$ cat config.mk
export PLATFORM = sky130hd
export DESIGN_NAME = wb_rd_ctrl_flat
export DESIGN_NICKNAME = d
export VERILOG_FILES = /design/src/rtl/wb_rd_ctrl_if.sv /design/src/rtl/wb_rd_ctrl.sv /design/src/flat_wrapper.sv
export SDC_FILE = /design/constraint.sdc
export NUM_CORES = 1
export LEC_CHECK = 0
export ABC_AREA = 1
export CORE_ASPECT_RATIO = 1.75
export CORE_MARGIN = 4
export CORE_UTILIZATION = 41
export DETAILED_ROUTE_END_ITERATION = 8
export SYNTH_ARGS = -nofsm -noshare
export SYNTH_HDL_FRONTEND = slang
export SYNTH_SLANG_ARGS = --single-unit
$ cat constraint.sdc
create_clock -name i_clk -period 4.45 [get_ports i_clk]
set_input_delay 0.6675 -clock i_clk [delete_from_list [all_inputs] [get_ports i_clk]]
set_output_delay 0.6675 -clock i_clk [all_outputs]
set_load 0.005 [all_outputs]
$ cat src/rtl/wb_rd_ctrl_if.sv
// Weight-buffer read controller bus bundle.
// Groups the job-request inputs (start/config/stall/abort) and the
// weight-buffer port-B read outputs of wb_rd_ctrl.
//   slave  : the controller side (job inputs in, read port out)
//   master : the job issuer / weight-buffer side
interface wb_rd_ctrl_if #(
  parameter int unsigned AWD    = 13,
  parameter int unsigned LEN_WD = 13,
  parameter int unsigned REP_WD = 8
) ();

  // Job request / flow control
  logic              i_start;
  logic [AWD-1:0]    i_base_addr;
  logic [LEN_WD-1:0] i_len;
  logic [REP_WD-1:0] i_repeat;
  logic              i_bypass;
  logic              i_stall;
  logic              i_abort;

  // Weight-buffer read port and job status
  logic [AWD-1:0]    o_wb_raddr;
  logic              o_wb_rd_en;
  logic              o_bypass_wb;
  logic              o_rd_last;
  logic              o_busy;
  logic              o_done;

  modport slave (
    input  i_start,
    input  i_base_addr,
    input  i_len,
    input  i_repeat,
    input  i_bypass,
    input  i_stall,
    input  i_abort,
    output o_wb_raddr,
    output o_wb_rd_en,
    output o_bypass_wb,
    output o_rd_last,
    output o_busy,
    output o_done
  );

  modport master (
    output i_start,
    output i_base_addr,
    output i_len,
    output i_repeat,
    output i_bypass,
    output i_stall,
    output i_abort,
    input  o_wb_raddr,
    input  o_wb_rd_en,
    input  o_bypass_wb,
    input  o_rd_last,
    input  o_busy,
    input  o_done
  );

endinterface

$ cat src/rtl/wb_rd_ctrl.sv
// Weight-buffer read controller.
// Walks a block of len rows starting at base, repeat+1 times, issuing one
// weight-buffer read per unstalled cycle. The final read carries o_rd_last
// and o_done; abort cancels a job without a done pulse.
// Ports:
//   i_clk  : clock, rising edge
//   i_rst  : asynchronous active-high reset
//   bus    : wb_rd_ctrl_if.slave
//            in : i_start, i_base_addr, i_len, i_repeat, i_bypass,
//                 i_stall, i_abort
//            out: o_wb_raddr, o_wb_rd_en, o_bypass_wb, o_rd_last,
//                 o_busy, o_done (all registered)
module wb_rd_ctrl #(
  parameter int unsigned AWD    = 13,
  parameter int unsigned LEN_WD = 13,
  parameter int unsigned REP_WD = 8
) (
  input  logic         i_clk,
  input  logic         i_rst,
  wb_rd_ctrl_if.slave  bus
);

  typedef enum logic {
    ST_IDLE = 1'b0,
    ST_RUN  = 1'b1
  } state_t;

  state_t            state_q, state_d;

  // Captured job configuration
  logic [AWD-1:0]    base_q, base_d;
  logic [LEN_WD-1:0] len_q, len_d;
  logic [REP_WD-1:0] rep_q, rep_d;
  logic              byp_q, byp_d;

  // Sequencing counters: row_cnt < len, pass_cnt <= repeat
  logic [AWD-1:0]    addr_q, addr_d;
  logic [LEN_WD-1:0] row_cnt_q, row_cnt_d;
  logic [REP_WD-1:0] pass_cnt_q, pass_cnt_d;

  // Output registers
  logic [AWD-1:0]    raddr_q, raddr_d;
  logic              rd_en_q, rd_en_d;
  logic              bypass_q, bypass_d;
  logic              last_q, last_d;
  logic              busy_q, busy_d;
  logic              done_q, done_d;

  logic              last_row_c;
  logic              last_pass_c;

  assign last_row_c  = (row_cnt_q == (len_q - LEN_WD'(1)));
  assign last_pass_c = (pass_cnt_q == rep_q);

  // Next-state, sequencing and output decode
  always_comb begin
    state_d    = state_q;
    base_d     = base_q;
    len_d      = len_q;
    rep_d      = rep_q;
    byp_d      = byp_q;
    addr_d     = addr_q;
    row_cnt_d  = row_cnt_q;
    pass_cnt_d = pass_cnt_q;
    raddr_d    = raddr_q;
    rd_en_d    = 1'b0;
    bypass_d   = 1'b0;
    last_d     = 1'b0;
    done_d     = 1'b0;

    case (state_q)
      ST_IDLE: begin
        if (bus.i_start) begin
          if (bus.i_len == '0) begin
            // Empty job completes immediately without touching the buffer
            done_d = 1'b1;
          end else begin
            base_d     = bus.i_base_addr;
            len_d      = bus.i_len;
            rep_d      = bus.i_repeat;
            byp_d      = bus.i_bypass;
            addr_d     = bus.i_base_addr;
            row_cnt_d  = '0;
            pass_cnt_d = '0;
            state_d    = ST_RUN;
          end
        end
      end

      ST_RUN: begin
        if (bus.i_abort) begin
          // Abort wins over stall and over a final issue
          state_d = ST_IDLE;
        end else if (!bus.i_stall) begin
          rd_en_d  = 1'b1;
          raddr_d  = addr_q;
          bypass_d = byp_q;
          if (!last_row_c) begin
            addr_d    = addr_q + AWD'(1);
            row_cnt_d = row_cnt_q + LEN_WD'(1);
          end else if (!last_pass_c) begin
            addr_d     = base_q;
            row_cnt_d  = '0;
            pass_cnt_d = pass_cnt_q + REP_WD'(1);
          end else begin
            last_d  = 1'b1;
            done_d  = 1'b1;
            state_d = ST_IDLE;
          end
        end
      end

      default: state_d = ST_IDLE;
    endcase

    busy_d = (state_d == ST_RUN);
  end

  // State, configuration, counter and output registers
  always_ff @(posedge i_clk or posedge i_rst) begin
    if (i_rst) begin
      state_q    <= ST_IDLE;
      base_q     <= '0;
      len_q      <= '0;
      rep_q      <= '0;
      byp_q      <= 1'b0;
      addr_q     <= '0;
      row_cnt_q  <= '0;
      pass_cnt_q <= '0;
      raddr_q    <= '0;
      rd_en_q    <= 1'b0;
      bypass_q   <= 1'b0;
      last_q     <= 1'b0;
      busy_q     <= 1'b0;
      done_q     <= 1'b0;
    end else begin
      state_q    <= state_d;
      base_q     <= base_d;
      len_q      <= len_d;
      rep_q      <= rep_d;
      byp_q      <= byp_d;
      addr_q     <= addr_d;
      row_cnt_q  <= row_cnt_d;
      pass_cnt_q <= pass_cnt_d;
      raddr_q    <= raddr_d;
      rd_en_q    <= rd_en_d;
      bypass_q   <= bypass_d;
      last_q     <= last_d;
      busy_q     <= busy_d;
      done_q     <= done_d;
    end
  end

  assign bus.o_wb_raddr  = raddr_q;
  assign bus.o_wb_rd_en  = rd_en_q;
  assign bus.o_bypass_wb = bypass_q;
  assign bus.o_rd_last   = last_q;
  assign bus.o_busy      = busy_q;
  assign bus.o_done      = done_q;

endmodule

$ cat src/flat_wrapper.sv
// flat-port wrapper written by rule: the top's interface ports become plain ports
module wb_rd_ctrl_flat 
#(
  parameter int unsigned AWD    = 13,
  parameter int unsigned LEN_WD = 13,
  parameter int unsigned REP_WD = 8
)
  (i_clk, i_rst, bus_i_start, bus_i_base_addr, bus_i_len, bus_i_repeat, bus_i_bypass, bus_i_stall, bus_i_abort, bus_o_wb_raddr, bus_o_wb_rd_en, bus_o_bypass_wb, bus_o_rd_last, bus_o_busy, bus_o_done);
  wb_rd_ctrl_if #(.AWD(AWD), .LEN_WD(LEN_WD), .REP_WD(REP_WD)) bus_i ();
  input  logic i_clk;
  input  logic i_rst;
  input wire logic [$bits(bus_i.i_start)-1:0] bus_i_start;
  input wire logic [$bits(bus_i.i_base_addr)-1:0] bus_i_base_addr;
  input wire logic [$bits(bus_i.i_len)-1:0] bus_i_len;
  input wire logic [$bits(bus_i.i_repeat)-1:0] bus_i_repeat;
  input wire logic [$bits(bus_i.i_bypass)-1:0] bus_i_bypass;
  input wire logic [$bits(bus_i.i_stall)-1:0] bus_i_stall;
  input wire logic [$bits(bus_i.i_abort)-1:0] bus_i_abort;
  output wire logic [$bits(bus_i.o_wb_raddr)-1:0] bus_o_wb_raddr;
  output wire logic [$bits(bus_i.o_wb_rd_en)-1:0] bus_o_wb_rd_en;
  output wire logic [$bits(bus_i.o_bypass_wb)-1:0] bus_o_bypass_wb;
  output wire logic [$bits(bus_i.o_rd_last)-1:0] bus_o_rd_last;
  output wire logic [$bits(bus_i.o_busy)-1:0] bus_o_busy;
  output wire logic [$bits(bus_i.o_done)-1:0] bus_o_done;
  assign bus_i.i_start = bus_i_start;
  assign bus_i.i_base_addr = bus_i_base_addr;
  assign bus_i.i_len = bus_i_len;
  assign bus_i.i_repeat = bus_i_repeat;
  assign bus_i.i_bypass = bus_i_bypass;
  assign bus_i.i_stall = bus_i_stall;
  assign bus_i.i_abort = bus_i_abort;
  assign bus_o_wb_raddr = bus_i.o_wb_raddr;
  assign bus_o_wb_rd_en = bus_i.o_wb_rd_en;
  assign bus_o_bypass_wb = bus_i.o_bypass_wb;
  assign bus_o_rd_last = bus_i.o_rd_last;
  assign bus_o_busy = bus_i.o_busy;
  assign bus_o_done = bus_i.o_done;
  wb_rd_ctrl #(.AWD(AWD), .LEN_WD(LEN_WD), .REP_WD(REP_WD)) u_core (.i_clk(i_clk), .i_rst(i_rst), .bus(bus_i));
endmodule
==> results.sh <==
export IMPL_ios=58
export IMPL_max_freq_ghz=0.338
export IMPL_first_pass_iters=4
export IMPL_post_cts_setup_buffers=0
export IMPL_wl_mm=13.3
export IMPL_crit_slowest_cell="dfrtp_1"
export IMPL_hold_start="u_core.bus.o_wb_raddr[6]"
export IMPL_fin_skew_ns=0.00695
export IMPL_cts_resized=0
export IMPL_diodes=0
export IMPL_multi_input_area_um2=2570
export IMPL_syn_inst=684
export IMPL_finalSetupTns_ns=0
export IMPL_min_to="u_core.bus.o_wb_raddr[6]"
export IMPL_vdd_drop_max_mv=0.293
export IMPL_mostFrequentLayoutCells="174 x nand2_1, 124 x nor2_1, 87 x dfrtp_1, 57 x clkdlybuf4s50_1, 54 x inv_1"
export IMPL_power_density_nw_per_um2=447
export IMPL_vias=4493
export IMPL_finalSetupViolations=0
export IMPL_synth_area_um2=5100
export IMPL_p_comb_share_pct=30.1
export IMPL_crit_buf_inv=1
export IMPL_slowest_delay_ns=0.43
export IMPL_numCtsBuffers=9
export IMPL_globalplace_congestion=0.897
export IMPL_drt_iter0_markers=185
export IMPL_power_switching_uw=955
export IMPL_die_area_um2=14400
export IMPL_die_x_um=92.3
export IMPL_internal_power_uw=1770
export IMPL_ys_ff_latch=87
export IMPL_floorplan_rows=53
export IMPL_setup_slack_ns=1.49
export IMPL_critical_path_peak_fanout=51
export IMPL_avgViaCountPerCell=4.98
export IMPL_yosysTopAreaCell="dfrtp_1"
export IMPL_initial_utilization_pct=42.0
export IMPL_reg2reg_from="u_core.len_q[0]"
export IMPL_port_buffer_count=57
export IMPL_grt_first_pass_wirelength_mm=22.1
export IMPL_place_ws_ns=1.16
export IMPL_cts_root_buf="clkbuf_16"
export IMPL_tightest_slew_ns=0.905
export IMPL_drive_gt1_share_pct=10.0
export IMPL_finalMaxSlewViolations=0
export IMPL_endpoint_kind="register"
export IMPL_overflow=0
export IMPL_p_leak_uw=0.00286
export IMPL_p_sw_share_pct=35.0
export IMPL_cp_start_kind="register"
export IMPL_cts_tree="built"
export IMPL_slew_headroom_pct=39.6
export IMPL_crit_family="simple AND/OR/NAND/NOR gates"
export IMPL_avgSynthCellArea_um2=7.46
export IMPL_grt_usage_pct=19.5
export IMPL_antenna_found_initial=0
export IMPL_min_period_ns=2.96
export IMPL_grt_max_degree=56
export IMPL_layout_commonest_cell="nand2_1"
export IMPL_whs_ns=0.482
export IMPL_min_period_over_period_pct=66.5
export IMPL_htree_num_levels=3
export IMPL_r2r_end="u_core.pass_cnt_q[4]"
export IMPL_insertion_delay_ns=0.34
export IMPL_yosysSeqAreaShare_pct=42.7
export IMPL_fillers=1211
export IMPL_hp_class="register to register"
export IMPL_required_ns=4.71
export IMPL_reg2reg_depth=13
export IMPL_maxCapViolCount=0
export IMPL_die_y_um=156
export IMPL_ys_types=29
export IMPL_hold_path_depth=2
export IMPL_clock_sinks=87
export IMPL_clk_pin_slew_ns=0.07
export IMPL_ys_warn_count=0
export IMPL_rsz0062_at_grt="no"
export IMPL_status="complete, no violations"
export IMPL_crit_chain="inv_2 -> ha_1 -> nand2_1 -> nor2_4 -> xnor2_1 -> nand2_2 -> nor2_8 -> nand3_4 -> nand2_2 -> nand2_4 -> nand2_4 -> nand2_1 -> o21ai_1"
export IMPL_stdcell_area_um2=6100
export IMPL_dpl_cell_area_um2=5790
export IMPL_pwr_share_clk_pct=28.4
export IMPL_place_hpwl_mm=10.2
export IMPL_core_area_um2=12100
export IMPL_cts_hold_buf=0
export IMPL_synth_nets=728
export IMPL_syn2layout_area_growth_pct=19.5
export IMPL_path_class="register to register"
export IMPL_antenna_left=0
export IMPL_clockBufferDepth=2
export IMPL_synthTopCellsByArea="dfrtp_1 43%, nand2_1 13%, nor2_1 9.1%, xor2_1 4.6%, nand3_1 4.5%"
export IMPL_drc_errors=0
export IMPL_hold_viol=0
export IMPL_layout_nets=776
export IMPL_yosys_area_top_type_share_pct=42.7
export IMPL_first_global_vias=4556
export IMPL_wl_per_cell_um=14.8
export IMPL_seq_area_um2=2180
export IMPL_ff2ff_setup_slack_ns=1.49
export IMPL_crit_arrival_ns=3.22
export IMPL_p_seq_share_pct=41.5
## final cells by class
class	instances	area share [%]
clock buffer	9	3.69
clock inverter	7	1.27
inverter	63	3.90
multi-input combinational	510	42.2
sequential	87	35.7
tap	165	3.39
timing repair buffer	61	9.85
## cell families (layout without fill, tap and decap cells)
logic type / Yosys count / count (layout) / share of synthesized area [%]
AOI/OAI and AO/OA: 49 / 49 / 4.83
xor gates and xnor gates: 40 / 40 / 6.87
adders and majority gates: 4 / 4 / 0.981
buffers and inverters: 87 / 140 / 7.01
DFF: 87 / 87 / 42.7
muxes: 16 / 16 / 3.53
and+or+nand+nor: 401 / 401 / 34.1
## power by group through the flow
stage               sequential [uW]  clock (uW)  combinational, uW
global route                   1160         821                933
detailed placement             1150           0                828
CTS                            1130         790                832
finish                         1130         773                821
global placement               1140           0                816
floorplan                      1100           0                563
## layer usage
metal | wire length, um | GRT usage (%) | vias up
li1 | - | - | 2248
met1 | 4940 | 20.8 | 2125
met3 | 388 | 2.85 | 39
met5 | 0 | 0 | -
met4 | 724 | 11.6 | 0
met2 | 7290 | 35.8 | 81
## cells in the mapped netlist, drive strengths merged
| cell | number |
|---|---|
| a21oi | 19 |
| buf | 14 |
| clkbuf | 10 |
| dfrtp | 87 |
| ha | 4 |
| inv | 63 |
| mux2 | 16 |
| nand2 | 185 |
| nand3 | 48 |
| nand4 | 12 |
| nor2 | 133 |
| nor3 | 12 |
| nor4 | 5 |
| o21ai | 29 |
| o22ai | 1 |
| or2 | 6 |
| xnor2 | 13 |
| xor2 | 27 |
## worst max-delay path by stage
stage / start / to / slack, ns / depth (start not counted)
floorplan: i_rst / u_core.addr_q[0] / 1.53 / 1
global placement: bus_i_abort / u_core.pass_cnt_q[2] / 1.25 / 11
detailed placement: bus_i_abort / u_core.pass_cnt_q[6] / 1.16 / 11
CTS: u_core.len_q[0] / u_core.pass_cnt_q[5] / 1.48 / 13
global route: bus_i_abort / u_core.pass_cnt_q[7] / 1.20 / 11
finish: u_core.len_q[0] / u_core.pass_cnt_q[4] / 1.49 / 13
## sequential cells by signal (all words and copies together) (netlist names)
name / count
u_core.rep_q: 8
u_core.addr_q: 13
u_core.state_q: 1
u_core.pass_cnt_q: 8
u_core.bus.o_rd_last: 1
u_core.row_cnt_q: 13
u_core.base_q: 13
u_core.bus.o_wb_rd_en: 1
u_core.byp_q: 1
u_core.bus.o_wb_raddr: 13
u_core.bus.o_done: 1
u_core.bus.o_bypass_wb: 1
u_core.len_q: 13
## metrics by stage
stage | util [%] | instances | power, uW
2_1_floorplan | - | 684 | 1670
3_5_place_dp | 47.7 | 886 | 1980
5_1_grt | 50.2 | 902 | 2910
4_1_cts | 50.2 | 902 | 2760
6_report | 50.2 | 902 | 2730
3_3_place_gp | 47.7 | 886 | 1960
## worst min-delay path, stage by stage (launching register included)
cell     delay (ns)
dfrtp_1        0.34
nand2_1        0.06
nand2_1        0.05
Note: power is estimated with default switching activity, not from simulation.
